**src/rtl/la_pkg.sv**
```systemverilog
// Shared definitions for the logic-analyzer stimulus and screen blocks.
package la_pkg;

  typedef enum logic [1:0] {
    IDLE = 2'd0,
    LOAD = 2'd1,
    PLAY = 2'd2
  } la_state_e;

  typedef enum logic [1:0] {
    DB_ZERO  = 2'd0,
    DB_WAIT1 = 2'd1,
    DB_ONE   = 2'd2,
    DB_WAIT0 = 2'd3
  } db_state_e;

  localparam int unsigned LA_DEPTH = 80;
  localparam int unsigned LA_CH    = 4;
  localparam int unsigned LA_DIV   = 250;

endpackage

```
**src/rtl/db_fsm.sv**
```systemverilog
// Push-button debouncer: sw must stay stable for N_CYCLES clocks before the
// debounced level changes; db_tick pulses for one cycle on each debounced rise.
module db_fsm
  import la_pkg::*;
#(
  parameter int unsigned N_CYCLES = 500000
) (
  input  logic clk,
  input  logic reset_n,
  input  logic sw,
  output logic db_tick
);

  localparam int unsigned CW = (N_CYCLES > 1) ? $clog2(N_CYCLES) : 1;

  db_state_e     state_q, state_d;
  logic [CW-1:0] cnt_q, cnt_d;
  logic          tick_q, tick_d;

  assign db_tick = tick_q;

  // State, stability counter and tick registers.
  always_ff @(posedge clk or negedge reset_n) begin
    if (!reset_n) begin
      state_q <= DB_ZERO;
      cnt_q   <= '0;
      tick_q  <= 1'b0;
    end else begin
      state_q <= state_d;
      cnt_q   <= cnt_d;
      tick_q  <= tick_d;
    end
  end

  // Next-state: count stable cycles, fall back on any bounce.
  always_comb begin
    state_d = state_q;
    cnt_d   = cnt_q;
    tick_d  = 1'b0;
    case (state_q)
      DB_ZERO: begin
        if (sw) begin
          state_d = DB_WAIT1;
          cnt_d   = '0;
        end
      end
      DB_WAIT1: begin
        if (!sw) begin
          state_d = DB_ZERO;
        end else if (cnt_q == CW'(N_CYCLES - 1)) begin
          state_d = DB_ONE;
          tick_d  = 1'b1;
        end else begin
          cnt_d = cnt_q + 1'b1;
        end
      end
      DB_ONE: begin
        if (!sw) begin
          state_d = DB_WAIT0;
          cnt_d   = '0;
        end
      end
      DB_WAIT0: begin
        if (sw) begin
          state_d = DB_ONE;
        end else if (cnt_q == CW'(N_CYCLES - 1)) begin
          state_d = DB_ZERO;
        end else begin
          cnt_d = cnt_q + 1'b1;
        end
      end
      default: state_d = DB_ZERO;
    endcase
  end

endmodule

```
**src/rtl/dual_port_sync_ram.sv**
```systemverilog
// Simple dual-port RAM: port A writes, port B reads, both synchronous.
// A same-cycle write and read of one address returns the old contents.
module dual_port_sync_ram #(
  parameter int unsigned ADDR_WIDTH = 7,
  parameter int unsigned DATA_WIDTH = 4
) (
  input  logic                  clk,
  input  logic                  we_a,
  input  logic [ADDR_WIDTH-1:0] addr_a,
  input  logic [DATA_WIDTH-1:0] din_a,
  input  logic [ADDR_WIDTH-1:0] addr_b,
  output logic [DATA_WIDTH-1:0] dout_b
);

  logic [DATA_WIDTH-1:0] mem_q [2**ADDR_WIDTH];

  // Write port A and registered read port B (read-first through NBA ordering).
  always_ff @(posedge clk) begin
    if (we_a) mem_q[addr_a] <= din_a;
    dout_b <= mem_q[addr_b];
  end

endmodule

```
**src/rtl/logic_pattern_gen.sv**
```systemverilog
// 4-channel pattern generator: plays a host-loaded RAM pattern out on out[],
// one sample per DIV clocks, single-shot or looping, started/aborted by key.
module logic_pattern_gen
  import la_pkg::*;
#(
  parameter int unsigned DEPTH     = LA_DEPTH,
  parameter int unsigned AW        = 7,
  parameter int unsigned CH        = LA_CH,
  parameter int unsigned DIV       = LA_DIV,
  parameter int unsigned DB_CYCLES = 500000
) (
  input  logic          clk,
  input  logic          reset_n,
  input  logic          key,
  input  logic          loop_en,
  input  logic          wr_en,
  input  logic [AW-1:0] wr_addr,
  input  logic [CH-1:0] wr_data,
  output logic [CH-1:0] out,
  output logic          busy,
  output logic          done_tick,
  output logic [AW-1:0] sample_idx
);

  localparam int unsigned DW = (DIV > 1) ? $clog2(DIV) : 1;

  la_state_e     state_q, state_d;
  logic [DW-1:0] div_q, div_d;
  logic [AW-1:0] idx_q, idx_d;
  logic [CH-1:0] out_q, out_d;
  logic          done_q, done_d;

  logic          key_tick;
  logic          ram_we;
  logic [AW-1:0] nxt_idx;
  logic [AW-1:0] rd_addr;
  logic [CH-1:0] rd_data;

  assign out        = out_q;
  assign busy       = (state_q != IDLE);
  assign done_tick  = done_q;
  assign sample_idx = idx_q;

  assign ram_we  = wr_en && (32'(wr_addr) < DEPTH);
  assign nxt_idx = (idx_q == AW'(DEPTH - 1)) ? '0 : idx_q + 1'b1;
  // Address 0 is prefetched while idle so the LOAD cycle already sees ram[0].
  assign rd_addr = (state_q == PLAY) ? nxt_idx : '0;

  dual_port_sync_ram #(
    .ADDR_WIDTH(AW),
    .DATA_WIDTH(CH)
  ) u_ram (
    .clk   (clk),
    .we_a  (ram_we),
    .addr_a(wr_addr),
    .din_a (wr_data),
    .addr_b(rd_addr),
    .dout_b(rd_data)
  );

  db_fsm #(
    .N_CYCLES(DB_CYCLES)
  ) u_db (
    .clk    (clk),
    .reset_n(reset_n),
    .sw     (!key),
    .db_tick(key_tick)
  );

  // Playback state, divider, index and output registers.
  always_ff @(posedge clk or negedge reset_n) begin
    if (!reset_n) begin
      state_q <= IDLE;
      div_q   <= '0;
      idx_q   <= '0;
      out_q   <= '0;
      done_q  <= 1'b0;
    end else begin
      state_q <= state_d;
      div_q   <= div_d;
      idx_q   <= idx_d;
      out_q   <= out_d;
      done_q  <= done_d;
    end
  end

  // Next-state: start/abort on key, advance one sample every DIV clocks.
  always_comb begin
    state_d = state_q;
    div_d   = div_q;
    idx_d   = idx_q;
    out_d   = out_q;
    done_d  = 1'b0;
    case (state_q)
      IDLE: begin
        if (key_tick) begin
          state_d = LOAD;
          idx_d   = '0;
          div_d   = '0;
        end
      end
      LOAD: begin
        if (key_tick) begin
          state_d = IDLE;
          out_d   = '0;
          idx_d   = '0;
          div_d   = '0;
        end else begin
          state_d = PLAY;
          out_d   = rd_data;
          idx_d   = '0;
          div_d   = '0;
        end
      end
      PLAY: begin
        if (key_tick) begin
          state_d = IDLE;
          out_d   = '0;
          idx_d   = '0;
          div_d   = '0;
        end else if (div_q == DW'(DIV - 1)) begin
          div_d = '0;
          if (idx_q == AW'(DEPTH - 1) && !loop_en) begin
            state_d = IDLE;
            out_d   = '0;
            idx_d   = '0;
            done_d  = 1'b1;
          end else begin
            out_d = rd_data;
            idx_d = nxt_idx;
          end
        end else begin
          div_d = div_q + 1'b1;
        end
      end
      default: begin
        state_d = IDLE;
        out_d   = '0;
        idx_d   = '0;
        div_d   = '0;
      end
    endcase
  end

endmodule

```
**config.mk**
```make
export PLATFORM = sky130hd
export DESIGN_NAME = logic_pattern_gen
export DESIGN_NICKNAME = d
export VERILOG_FILES = /design/src/rtl/la_pkg.sv /design/src/rtl/db_fsm.sv /design/src/rtl/dual_port_sync_ram.sv /design/src/rtl/logic_pattern_gen.sv
export SDC_FILE = /design/constraint.sdc
export NUM_CORES = 1
export LEC_CHECK = 0
export CAP_MARGIN = 30
export CORE_MARGIN = 1
export CORE_UTILIZATION = 30
export DETAILED_ROUTE_END_ITERATION = 12
export GPL_TIMING_DRIVEN = 0
export PLACE_DENSITY = 0.43
export SLEW_MARGIN = 40
export SYNTH_ARGS = -nofsm -noshare
export SYNTH_HDL_FRONTEND = slang
export SYNTH_SLANG_ARGS = --single-unit
```
**constraint.sdc**
```tcl
create_clock -name clk -period 3.8 [get_ports clk]
set_input_delay 0.76 -clock clk [delete_from_list [all_inputs] [get_ports clk]]
set_output_delay 0.76 -clock clk [all_outputs]
set_load 0.05 [all_outputs]
```
==> reports/qor.txt, run 1 <==
synth top area cells: edfxtp_1, dfrtp_1, mux2i_1
Detail Placement HPWL: 45.9 mm
total power per unit cell area: 820 nW/µm²
crit share post-route: 96.9%
first-pass GRT wire length: 98.7 mm
crit path DAT: 4.11 ns
overall power: 22.6 mW
worst hold start: u_ram.dout_b[2]$_DFF_P_
Max Freq: 0.272 GHz
global-route usage over all layers: 17.8%
setup slack, reg-to-reg: 0.12 ns
Crit. Startpoint: sample_idx[0]$_DFFE_PN0P_
Clock transition at path regs: 0.05 ns
worst r2r path cells: 11
clk_skew: 0.0196 ns
reg2reg end: u_ram.dout_b[1]$_DFF_P_
main flop type after synthesis: edfxtp_1
drt first pass iters: 7
Area growth, synth to finish: 20.2%
CTS tree: done
total CTS buffers: 67
final setup violating endpoints: 0
RSZ-0062 raised after global routing: no
DRC Markers: 0
Routed WL: 68.5 mm
Congestion Overflow GR: 0
RR Startpoint: sample_idx[0]$_DFFE_PN0P_
Hold WC Path Type: reg -> reg
Die H: 278 µm
initial antenna violation count: 3
Routed wire per std cell: 23.5 µm
CP most frequent cell: buf_2
Setup crit start kind: flop
status: complete, no violations
most common cell in the netlist: edfxtp_1
synthesized area per cell: 14.3 µm²
mapped cell area: 22900 µm²
Async SR Flop Fraction: 7.86%
Worst-Margin Slew: 0.929 ns
antenna-violating nets left: 0
clk root buf: clkbuf_16
critical path capture point: u_ram.dout_b[1]$_DFF_P_
Clock Tree Buf Depth: 3
Initial Util: 30.5%
nets: 1922
layout cells sized above 1: 12.6%
synth warn: 0
EDFF count, synth: 512
1st-iter DRT viols: 1260
Post-Syn Instances: 1603
row cnt: 100
largest net degree at the start of global routing: 80
FF+latch count, synth: 560
max-slew violations: 0
Synth area leader: edfxtp_1
kind of critical path: reg -> reg
required time worst endpoint: 4.23 ns
Vias: 14500
Fill cells: 7176
Core Box Area: 74900 µm²
number of global-route vias before repair: 14400
vias per inst: 4.95
IO Port Bufs: 26
antenna cells: 0
count of final hold-check violations: 0
most common library cells after synthesis: edfxtp_1, nor2_1, nand2_1
Die Area: 77400 µm²
Lkg Pwr: 9.62 nW
final setup slack of the worst path: 0.118 ns
Synth top area share: 67.2%
max_cap viols: 0
clk_lat worst skew: 0.61 ns
post-CTS setup buffers: 0
Crit Path Max Fanout: 10
post-place setup slack: -0.610 ns
slowest cell delay on critical path: 0.47 ns
crit end category: flop
clk sink count: 560
sequential-to-total area share from yosys stat: 72.3%
die width: 278 µm
slowest cell on the critical path: dfrtp_1
max_slew headroom: 38.1%
H-Tree Depth: 3
Max IR drop VDD: 378 µV
worst hold margin: 0.464 ns
Yosys cell types: 66
GP Congestion: 0.834
# IOs: 29
Tmin final: 3.68 ns
worst path cell trace: ha_1 -> buf_2 -> and2_1 -> a21boi_1 -> buf_2 -> clkbuf_4 -> a21oi_1 -> a221oi_1 -> nand2_1 -> a31oi_1 -> nand3b_1
through the flow:
stage	std cells	util [%]	TNS (ns)	cell area, µm²
finish	2917	36.7	0	27500
global route	2917	36.7	0	27500
detailed placement	2797	33.7	-2.04	25300
CTS	2916	36.7	0	27500
floorplan	1794	-	0	23600
global placement	2789	33.5	-1028.07	25100
area by class of cell:
class                   instances  area [µm²]  area share, %
plain buffers                  86         460           1.67
clock buffers                  77        1780           6.46
clock inverters                41         352           1.28
inverters                      20        75.1          0.273
multi-input cells            1128        6620           24.1
flip-flops and latches        560       16600           60.2
well taps                     969        1210           4.41
repair buffers                 36         455           1.66
sequential cells by signal, summed over array words and instances, names as in the netlist, 2 cells and up, named ones only:
register	count
out	4
u_db.cnt_q	19
u_ram.dout_b	4
div_q	8
u_ram.mem_q	512
sample_idx	7
state_q	2
worst max-delay path, delay by kind of cell, from the launching register on:
family / cells / cell delay (ns)
flip-flops: 1 / 0.47
AND/OR/NAND/NOR: 3 / 0.56
adder cells (fa/ha/maj): 1 / 0.31
AO/OA/AOI/OAI: 4 / 1.22
buffers and inverters: 3 / 0.93
layout by cell type, fill, tap and decap left out, types with 18 or more instances in the layout:
master	instances
o221ai_1	32
nand2_1	125
clkbuf_1	25
dfrtp_1	43
mux2i_1	78
o21ai_0	89
clkdlybuf4s50_1	21
clkinv_1	18
o22ai_1	52
buf_2	42
inv_1	20
nand3_1	38
conb_1	192
a31oi_1	21
mux2_2	50
clkbuf_16	70
edfxtp_1	512
nor2_1	143
a21oi_1	98
power by group:
part / internal (mW) / switching (mW)
registers: 7.04 / 0.160
clock network: 3.70 / 2.57
logic: 2.71 / 6.40
how the worst min path moves through the flow:
stage,endpoint,slack (ns),cells past startpoint
finish,out[2]$_DFFE_PN0P_,0.46,1
global route,out[2]$_DFFE_PN0P_,0.48,1
CTS,out[2]$_DFFE_PN0P_,0.46,1
detailed placement,out[2]$_DFFE_PN0P_,0.45,1
global placement,out[2]$_DFFE_PN0P_,0.45,1
floorplan,out[0]$_DFFE_PN0P_,0.43,1
repair_timing:
item / CTS / global route
hold buffers: 1 / 0
hold endpoints to repair: 11 / 0
gates resized for setup: 22 / 19
endpoints found under the setup margin: 4 / 4
layer usage:
layer / up-vias / GRT usage, % / routed length [µm]
met1: 7269 / 24.8 / 31700
li1: 6629 / - / -
met4: 0 / 4.84 / 1640
met3: 107 / 3.12 / 3810
met5: - / 0 / 0
met2: 446 / 28.3 / 31400
logic make-up after synthesis:
| group | Yosys count | share of synthesized area [%] |
|---|---|---|
| adder cells (fa/ha/maj) | 7 | 0.383 |
| AND/OR/NAND/NOR | 390 | 7.64 |
| other | 1 | 0.0164 |
| buffers and inverters | 106 | 2.17 |
| multiplexers | 128 | 5.87 |
| flip-flops | 560 | 72.3 |
| AO/OA/AOI/OAI | 396 | 11.0 |
| XOR/XNOR | 15 | 0.574 |
(Power assumes the default switching activity.)
==> run 2: changes to the inputs <==
--- a/config.mk
+++ b/config.mk
@@ -6,12 +6,10 @@
 export NUM_CORES = 1
 export LEC_CHECK = 0
 export CAP_MARGIN = 30
-export CORE_MARGIN = 1
 export CORE_UTILIZATION = 30
 export DETAILED_ROUTE_END_ITERATION = 12
 export GPL_TIMING_DRIVEN = 0
 export PLACE_DENSITY = 0.43
-export SLEW_MARGIN = 40
 export SYNTH_ARGS = -nofsm -noshare
 export SYNTH_HDL_FRONTEND = slang
 export SYNTH_SLANG_ARGS = --single-unit
==> run 2 against run 1 <==
Net effect: clock-buffer cell count grew 8; highest routed layer unchanged; clock skew grew 0.017 ns; routed wire length is essentially flat; non-clock buffer count grew 1; sequential power is essentially flat; die area is the same; critical path type unchanged; final area is essentially flat; worst setup slack lost 0.023 ns.
==> reports/qor.txt, run 2 (same netlist as run 1, synthesis figures left out) <==
status: complete, no violations
Clock Tree Buf Depth: 3 (unchanged)
finished layout cell area: 27500 µm² (about the same)
layout cells sized above 1: 12.4% (-0.28 points)
Detail Placement HPWL: 46.0 mm (+0.29%)
Tmin final: 3.71 ns (+0.0235 ns)
Largest delay share family, worst path: buffers and inverters
Setup crit start kind: flop
DP Area: 25300 µm² (about the same)
routed wl met3: 3.82 mm (+0.37%)
total CTS buffers: 67 (unchanged)
clk_skew: 0.0369 ns (+0.0173 ns)
final setup violating endpoints: 0 (unchanged)
worst path cell trace: ha_1 -> buf_2 -> or2_0 -> clkbuf_1 -> a211o_1 -> buf_2 -> buf_4 -> buf_4 -> o221ai_1 -> nand3_1 -> a2bb2oi_2 -> o41ai_1 -> nand3b_1
CTS tree: done
highest metal used: met4
max_cap viols: 0 (unchanged)
H-Tree Depth: 3 (unchanged)
Lkg Pwr: 9.62 nW (about the same)
Crit path buffers/inverters: 5 (+2)
antenna-violating nets left: 0 (unchanged)
clk sink count: 560 (unchanged)
first-pass GRT wire length: 98.9 mm (+0.15%)
Most flops, register: u_ram.mem_q
largest net degree at the start of global routing: 100 (+25%)
kind of critical path: reg -> reg
max_slew headroom: 33.4% (-4.6 points)
antenna cells: 0 (unchanged)
metal2 WL: 31.2 mm (-0.38%)
required time worst endpoint: 4.21 ns (-0.02 ns)
RSZ-0062 raised after global routing: no
slowest cell on the critical path: dfrtp_2
crit end category: flop
1st-iter DRT viols: 1318 (+4.6%)
Crit Path Max Fanout: 10 (unchanged)
max reg flops: 512 (unchanged)
Area growth, synth to finish: 20.3% (about the same)
Hold WC Path Type: in -> async
slowest cell delay on critical path: 0.46 ns (about the same)
final design utilization: 36.7% (about the same)
Core Box Area: 74900 µm² (unchanged)
GP Congestion: 0.834 (unchanged)
total power per unit cell area: 822 nW/µm² (+0.17%)
biggest regs: u_ram.mem_q (512), u_db.cnt_q (19), div_q (8)
Initial Util: 30.5% (unchanged)
initial antenna violation count: 2 (-1)
Max IR drop VDD: 527 µV (+39%)
clk_lat worst skew: 0.62 ns (about the same)
number of global-route vias before repair: 14600 (+1.1%)
vias per inst: 4.99 (+0.68%)
most frequent cells in the layout: edfxtp_1, conb_1, nor2_1
global-route usage over all layers: 17.8% (about the same)
Clock transition at path regs: 0.06 ns (about the same)
drt first pass iters: 5 (-2)
crit path DAT: 4.12 ns (about the same)
DRC Markers: 0 (unchanged)
Max Freq: 0.270 GHz (-0.63%)
met1 WL: 31.6 mm (-0.38%)
Vias: 14600 (+0.78%)
Routed wire per std cell: 23.4 µm (-0.15%)
Routed WL: 68.4 mm (about the same)
Die Area: 77400 µm² (unchanged)
crit share post-route: 97.5% (+0.62 points)
IO Port Bufs: 26 (unchanged)
nets: 1923 (+0.052%)
Congestion Overflow GR: 0 (unchanged)
max-slew violations: 0 (unchanged)
worst hold margin: 0.0468 ns (-0.417 ns)
die width: 278 µm (unchanged)
# IOs: 29 (unchanged)
most common cell after layout, fill and taps aside: edfxtp_1
count of final hold-check violations: 0 (unchanged)
row cnt: 100 (unchanged)
Worst-Margin Slew: 0.973 ns (+0.0440 ns)
clk root buf: clkbuf_16
Die H: 278 µm (unchanged)
==> run 2: changes by cell type in the layout (fill, tap and decap cells not counted), moves of 2 or more <==
cell	delta
buf_2	-2
buf_6	+2
buf_8	-3
clkbuf_1	+6
clkbuf_2	+2
clkinv_1	+3
clkinv_2	-6
nand3_1	+2
nand3_2	-2
==> run 2: power breakdown <==
group          internal, mW  leakage [nW]  switching (mW)
Combinational          2.76          3.22            6.41
Clock                  3.68          1.03            2.56
Sequential             7.05          5.37           0.162
==> run 2: path summary, 6_finish.rpt <==
path | startpoint | end | slack [ns] | cells after the start
max reg2reg | sample_idx[0]$_DFFE_PN0P_ | u_ram.dout_b[3]$_DFF_P_ | 0.09 | 13
min in group clk | u_ram.dout_b[3]$_DFF_P_ | out[3]$_DFFE_PN0P_ | 0.46 | 1
min reg2reg | u_ram.dout_b[3]$_DFF_P_ | out[3]$_DFFE_PN0P_ | 0.46 | 1
min | reset_n | div_q[1]$_DFFE_PN0P_ | 0.05 | 1
max in group asynchronous | reset_n | u_db.cnt_q[11]$_DFFE_PN0P_ | 3.26 | 2
max | sample_idx[0]$_DFFE_PN0P_ | u_ram.dout_b[3]$_DFF_P_ | 0.09 | 13
==> run 2: cell type report <==
type	instances	area [µm²]
inverters	20	75.1
clock buffers	85	1830
repair buffers	37	463
clock inverters	35	294
multi-input cells	1128	6620
flip-flops and latches	560	16600
plain buffers	86	470
fillers	7244	47400
well taps	969	1210
==> run 2: layer usage <==
layer | vias to the layer above | track usage, %
li1 | 6632 | -
met1 | 7375 | 24.7
met2 | 441 | 28.1
met3 | 116 | 3.18
met4 | 0 | 5.34
met5 | - | 0
==> run 2: repair_timing <==
action / CTS / global route
setup buffers: 0 / 0
hold buffers: 0 / 0
setup endpoints to repair: 4 / 4
gates resized for setup: 32 / 18
==> run 2: metrics by stage <==
| step | power (mW) | cells | worst slack (ns) | TNS, ns |
|---|---|---|---|---|
| 2_1_floorplan | 12.3 | 1794 | 0.831 | 0 |
| 3_3_place_gp | 16.3 | 2789 | -2.25 | -1028.07 |
| 3_5_place_dp | 16.3 | 2799 | -0.658 | -2.11 |
| 4_1_cts | 22.8 | 2919 | 0.000630 | 0 |
| 5_1_grt | 23.6 | 2920 | 0.00343 | 0 |
| 6_report | 22.6 | 2920 | 0.0944 | 0 |
==> run 3: changes to the inputs <==
--- a/config.mk
+++ b/config.mk
@@ -7,9 +7,11 @@
 export LEC_CHECK = 0
 export CAP_MARGIN = 30
 export CORE_UTILIZATION = 30
+export CTS_CLUSTER_SIZE = 40
 export DETAILED_ROUTE_END_ITERATION = 12
 export GPL_TIMING_DRIVEN = 0
 export PLACE_DENSITY = 0.43
 export SYNTH_ARGS = -nofsm -noshare
 export SYNTH_HDL_FRONTEND = slang
+export SYNTH_HIERARCHICAL = 1
 export SYNTH_SLANG_ARGS = --single-unit
==> run 3 against run 2 <==
Net effect: routed wire length decreased by 12%; global-route usage decreased by 2.0 points; critical path depth decreased by 1; register-to-register slack got worse by 0.05 ns; synthesized cell count decreased by 25%; first-iteration DRC count decreased by 33%; synthesized area increased by 0.17%; combinational power decreased by 97%; sequential share of layout area increased by 1.3 points; power decreased by 43%; largest power group is now registers.
==> reports/qor.txt, run 3 <==
Crit Path Max Fanout: 10 (unchanged)
first-pass GRT wire length: 87.9 mm (-11%)
Routed wire per std cell: 25.8 µm (+10%)
RSZ-0062 raised after global routing: no
mapped cell area: 22900 µm² (+0.17%)
Clock Tree Buf Depth: 3 (unchanged)
Clock transition at path regs: 0.06 ns (about the same)
Max IR drop VDD: 347 µV (-34%)
clock share of power: 45.6% (+18 points)
1st-iter DRT viols: 888 (-33%)
vias per inst: 5.03 (+0.82%)
status: complete, no violations
crit path DAT: 4.26 ns (+0.14 ns)
most common library cells after synthesis: edfxtp_1, mux4_2, nor2_1
sequential-to-total area share from yosys stat: 72.2% (-0.13 points)
overall power: 12.9 mW (-43%)
DRC Markers: 0 (unchanged)
kind of critical path: reg -> reg
number of global-route vias before repair: 12200 (-16%)
clk_lat worst skew: 0.63 ns (about the same)
Comb pwr share: 2.1% (-38 points)
required time worst endpoint: 4.30 ns (+0.09 ns)
max reg flops: 512 (unchanged)
count of final hold-check violations: 0 (unchanged)
crit end category: flop
highest metal used: met4
metal2 WL: 28.6 mm (-8.4%)
internal power: 10.3 mW (-24%)
final design utilization: 35.9% (-0.84 points)
clk sink count: 560 (unchanged)
die width: 278 µm (about the same)
Fin Setup TNS: 0 ns (unchanged)
synth warn: 6 (+6)
most common cell after layout, fill and taps aside: edfxtp_1
synthesized area per cell: 19.2 µm² (+34%)
Fill cells: 7005 (-3.3%)
main flop type after synthesis: edfxtp_1
H-Tree Depth: 2 (-1)
row cnt: 100 (unchanged)
post-place setup slack: -0.744 ns (-0.0855 ns)
Max Freq: 0.266 GHz (-1.4%)
EDFF count, synth: 512 (unchanged)
met1 WL: 27.1 mm (-14%)
Detail Placement HPWL: 41.4 mm (-10%)
Syn Nets: 1220
final setup violating endpoints: 0 (unchanged)
Post-Syn Instances: 1197 (-25%)
Hold WC Path Type: in -> async
Lkg Pwr: 8.26 nW (-14%)
Congestion Overflow GR: 0 (unchanged)
biggest regs: u_ram/mem_q (512), u_db/cnt_q (19), div_q (8)
Most flops, register: u_ram/mem_q
Synth area leader: edfxtp_1
Seq pwr share: 52.3% (+20 points)
layout cells sized above 1: 25.7% (+13 points)
max-slew violations: 0 (unchanged)
crit share post-route: 98.9% (+1.4 points)
GP Congestion: 0.766 (-8.1%)
final setup slack of the worst path: 0.0401 ns (-0.0543 ns)
Worst-Margin Slew: 0.902 ns (-0.0707 ns)
Initial Util: 30.5% (about the same)
IO Port Bufs: 25 (-3.8%)
Tmin final: 3.76 ns (+0.0543 ns)
Die H: 278 µm (about the same)
largest net degree at the start of global routing: 89 (-11%)
Vias: 11700 (-20%)
switching share of power: 20.5% (-20 points)
Die Area: 77500 µm² (+0.17%)
global-route usage over all layers: 15.8% (-2.0 points)
Area growth, synth to finish: 17.5%
total power per unit cell area: 479 nW/µm² (-42%)
total CTS buffers: 59 (-12%)
clk_skew: 0.0213 ns (-0.0156 ns)
max_cap viols: 0 (unchanged)
nets: 1326 (-31%)
Core Box Area: 75100 µm² (+0.17%)
most frequent cells in the layout: edfxtp_1, mux4_2, nor2_1
most common cell in the netlist: edfxtp_1
synth top area cells: edfxtp_1, mux4_2, dfrtp_1
initial antenna violation count: 4 (+2)
CTS tree: done
antenna-violating nets left: 0 (unchanged)
# IOs: 29 (unchanged)
Async SR Flop Fraction: 7.86% (unchanged)
Synth top area share: 67.1% (-0.12 points)
Setup crit start kind: flop
Routed WL: 60.0 mm (-12%)
FF+latch count, synth: 560 (unchanged)
drt first pass iters: 5 (unchanged)
switching component of the power: 2.64 mW (-71%)
Yosys cell types: 67 (+1.5%)
worst hold margin: 0.105 ns (+0.0586 ns)
routed wl met3: 2.68 mm (-30%)
max_slew headroom: 39.8% (+6.4 points)
clk root buf: clkbuf_16
## run 3: cell count changes in the layout (fill, tap and decap cells not counted), moves of 12 or more
cell / change
buf_8: +15
mux2i_1: -76
nand2_1: -81
conb_1: -192
a21oi_1: -85
clkbuf_16: -12
a221oi_1: -12
o221ai_1: -30
mux4_2: +168
buf_2: -32
a211oi_1: -17
mux2_2: -47
o21ai_0: -82
o22ai_1: -52
## run 3: through the flow
stage / instances / instance area [µm²]
final: 2322 / 26900
after global routing: 2321 / 26900
after CTS: 2322 / 26900
after detailed placement: 2208 / 24700
after global placement: 2191 / 24400
after floorplan: 1197 / 22900
## run 3: final cells by class
class	instances	area, µm²	area share, %
Clock buffer	71	1520	5.65
Timing Repair Buffer	46	593	2.20
Multi-Input combinational cell	565	6090	22.6
Clock inverter	39	435	1.62
Tap cell	969	1210	4.50
Sequential cell	560	16600	61.5
Buffer	61	489	1.82
Antenna cell	1	2.50	0.00929
Inverter	10	37.5	0.139
## run 3: logic make-up (layout without fill, tap and decap cells)
group | Yosys count | in the layout | share of synthesized area [%]
compound gates | 66 | 66 | 2.10
xor+xnor | 11 | 11 | 0.453
fa+ha+maj | 7 | 7 | 0.382
buf+inv | 72 | 227 | 1.46
flops | 560 | 560 | 72.2
mux | 175 | 175 | 16.8
other cells | 0 | 1 | 0
simple gates | 306 | 306 | 6.55
## run 3: critical path: stages, from the launching register on
cell,delay [ns]
dfrtp_1,0.41
ha_4,0.18
nand3_4,0.12
or3_4,0.43
nand2_4,0.10
nor2_4,0.05
buf_12,0.13
buf_12,0.15
buf_8,0.16
mux4_2,0.51
mux4_2,0.56
mux4_2,0.52
mux2_4,0.31
## run 3: power groups by stage
stage          sequential, mW  clock [mW]  combinational [mW]
2_1_floorplan            6.89           0              0.0819
3_3_place_gp             6.92           0               0.251
3_5_place_dp             6.89           0               0.276
4_1_cts                  6.76        6.05               0.276
5_1_grt                  6.76        6.28               0.296
6_report                 6.76        5.89               0.270
## run 3: worst paths after layout
path | startpoint | to | cells past startpoint | slack, ns
hold / removal | reset_n | u_db/cnt_q[17]$_DFFE_PN0P_ | 1 | 0.11
setup / recovery | sample_idx[1]$_DFFE_PN0P_ | u_ram/dout_b[2]$_DFF_P_ | 12 | 0.04
min in group clk | u_ram/dout_b[1]$_DFF_P_ | out[1]$_DFFE_PN0P_ | 2 | 0.46
hold reg to reg | u_ram/dout_b[1]$_DFF_P_ | out[1]$_DFFE_PN0P_ | 2 | 0.46
max in group asynchronous | reset_n | sample_idx[0]$_DFFE_PN0P_ | 2 | 3.15
setup reg to reg | sample_idx[1]$_DFFE_PN0P_ | u_ram/dout_b[2]$_DFF_P_ | 12 | 0.04
## run 3: layer usage
metal  GRT usage [%]  vias to the layer above
li1                -                     5089
met1            21.9                     6237
met2            25.3                      265
met3            2.59                       85
met4            4.92                        0
met5               0                        -
## run 3: repair_timing
action | CTS | global route
resized for setup | 71 | 22
setup endpoints to repair | 4 | 4
gates cloned | 1 | 0
pin swaps | 1 | 1
buffers inserted | 3 | 0
endpoints found under the hold margin | 0 | 0
hold buffers | 0 | 0
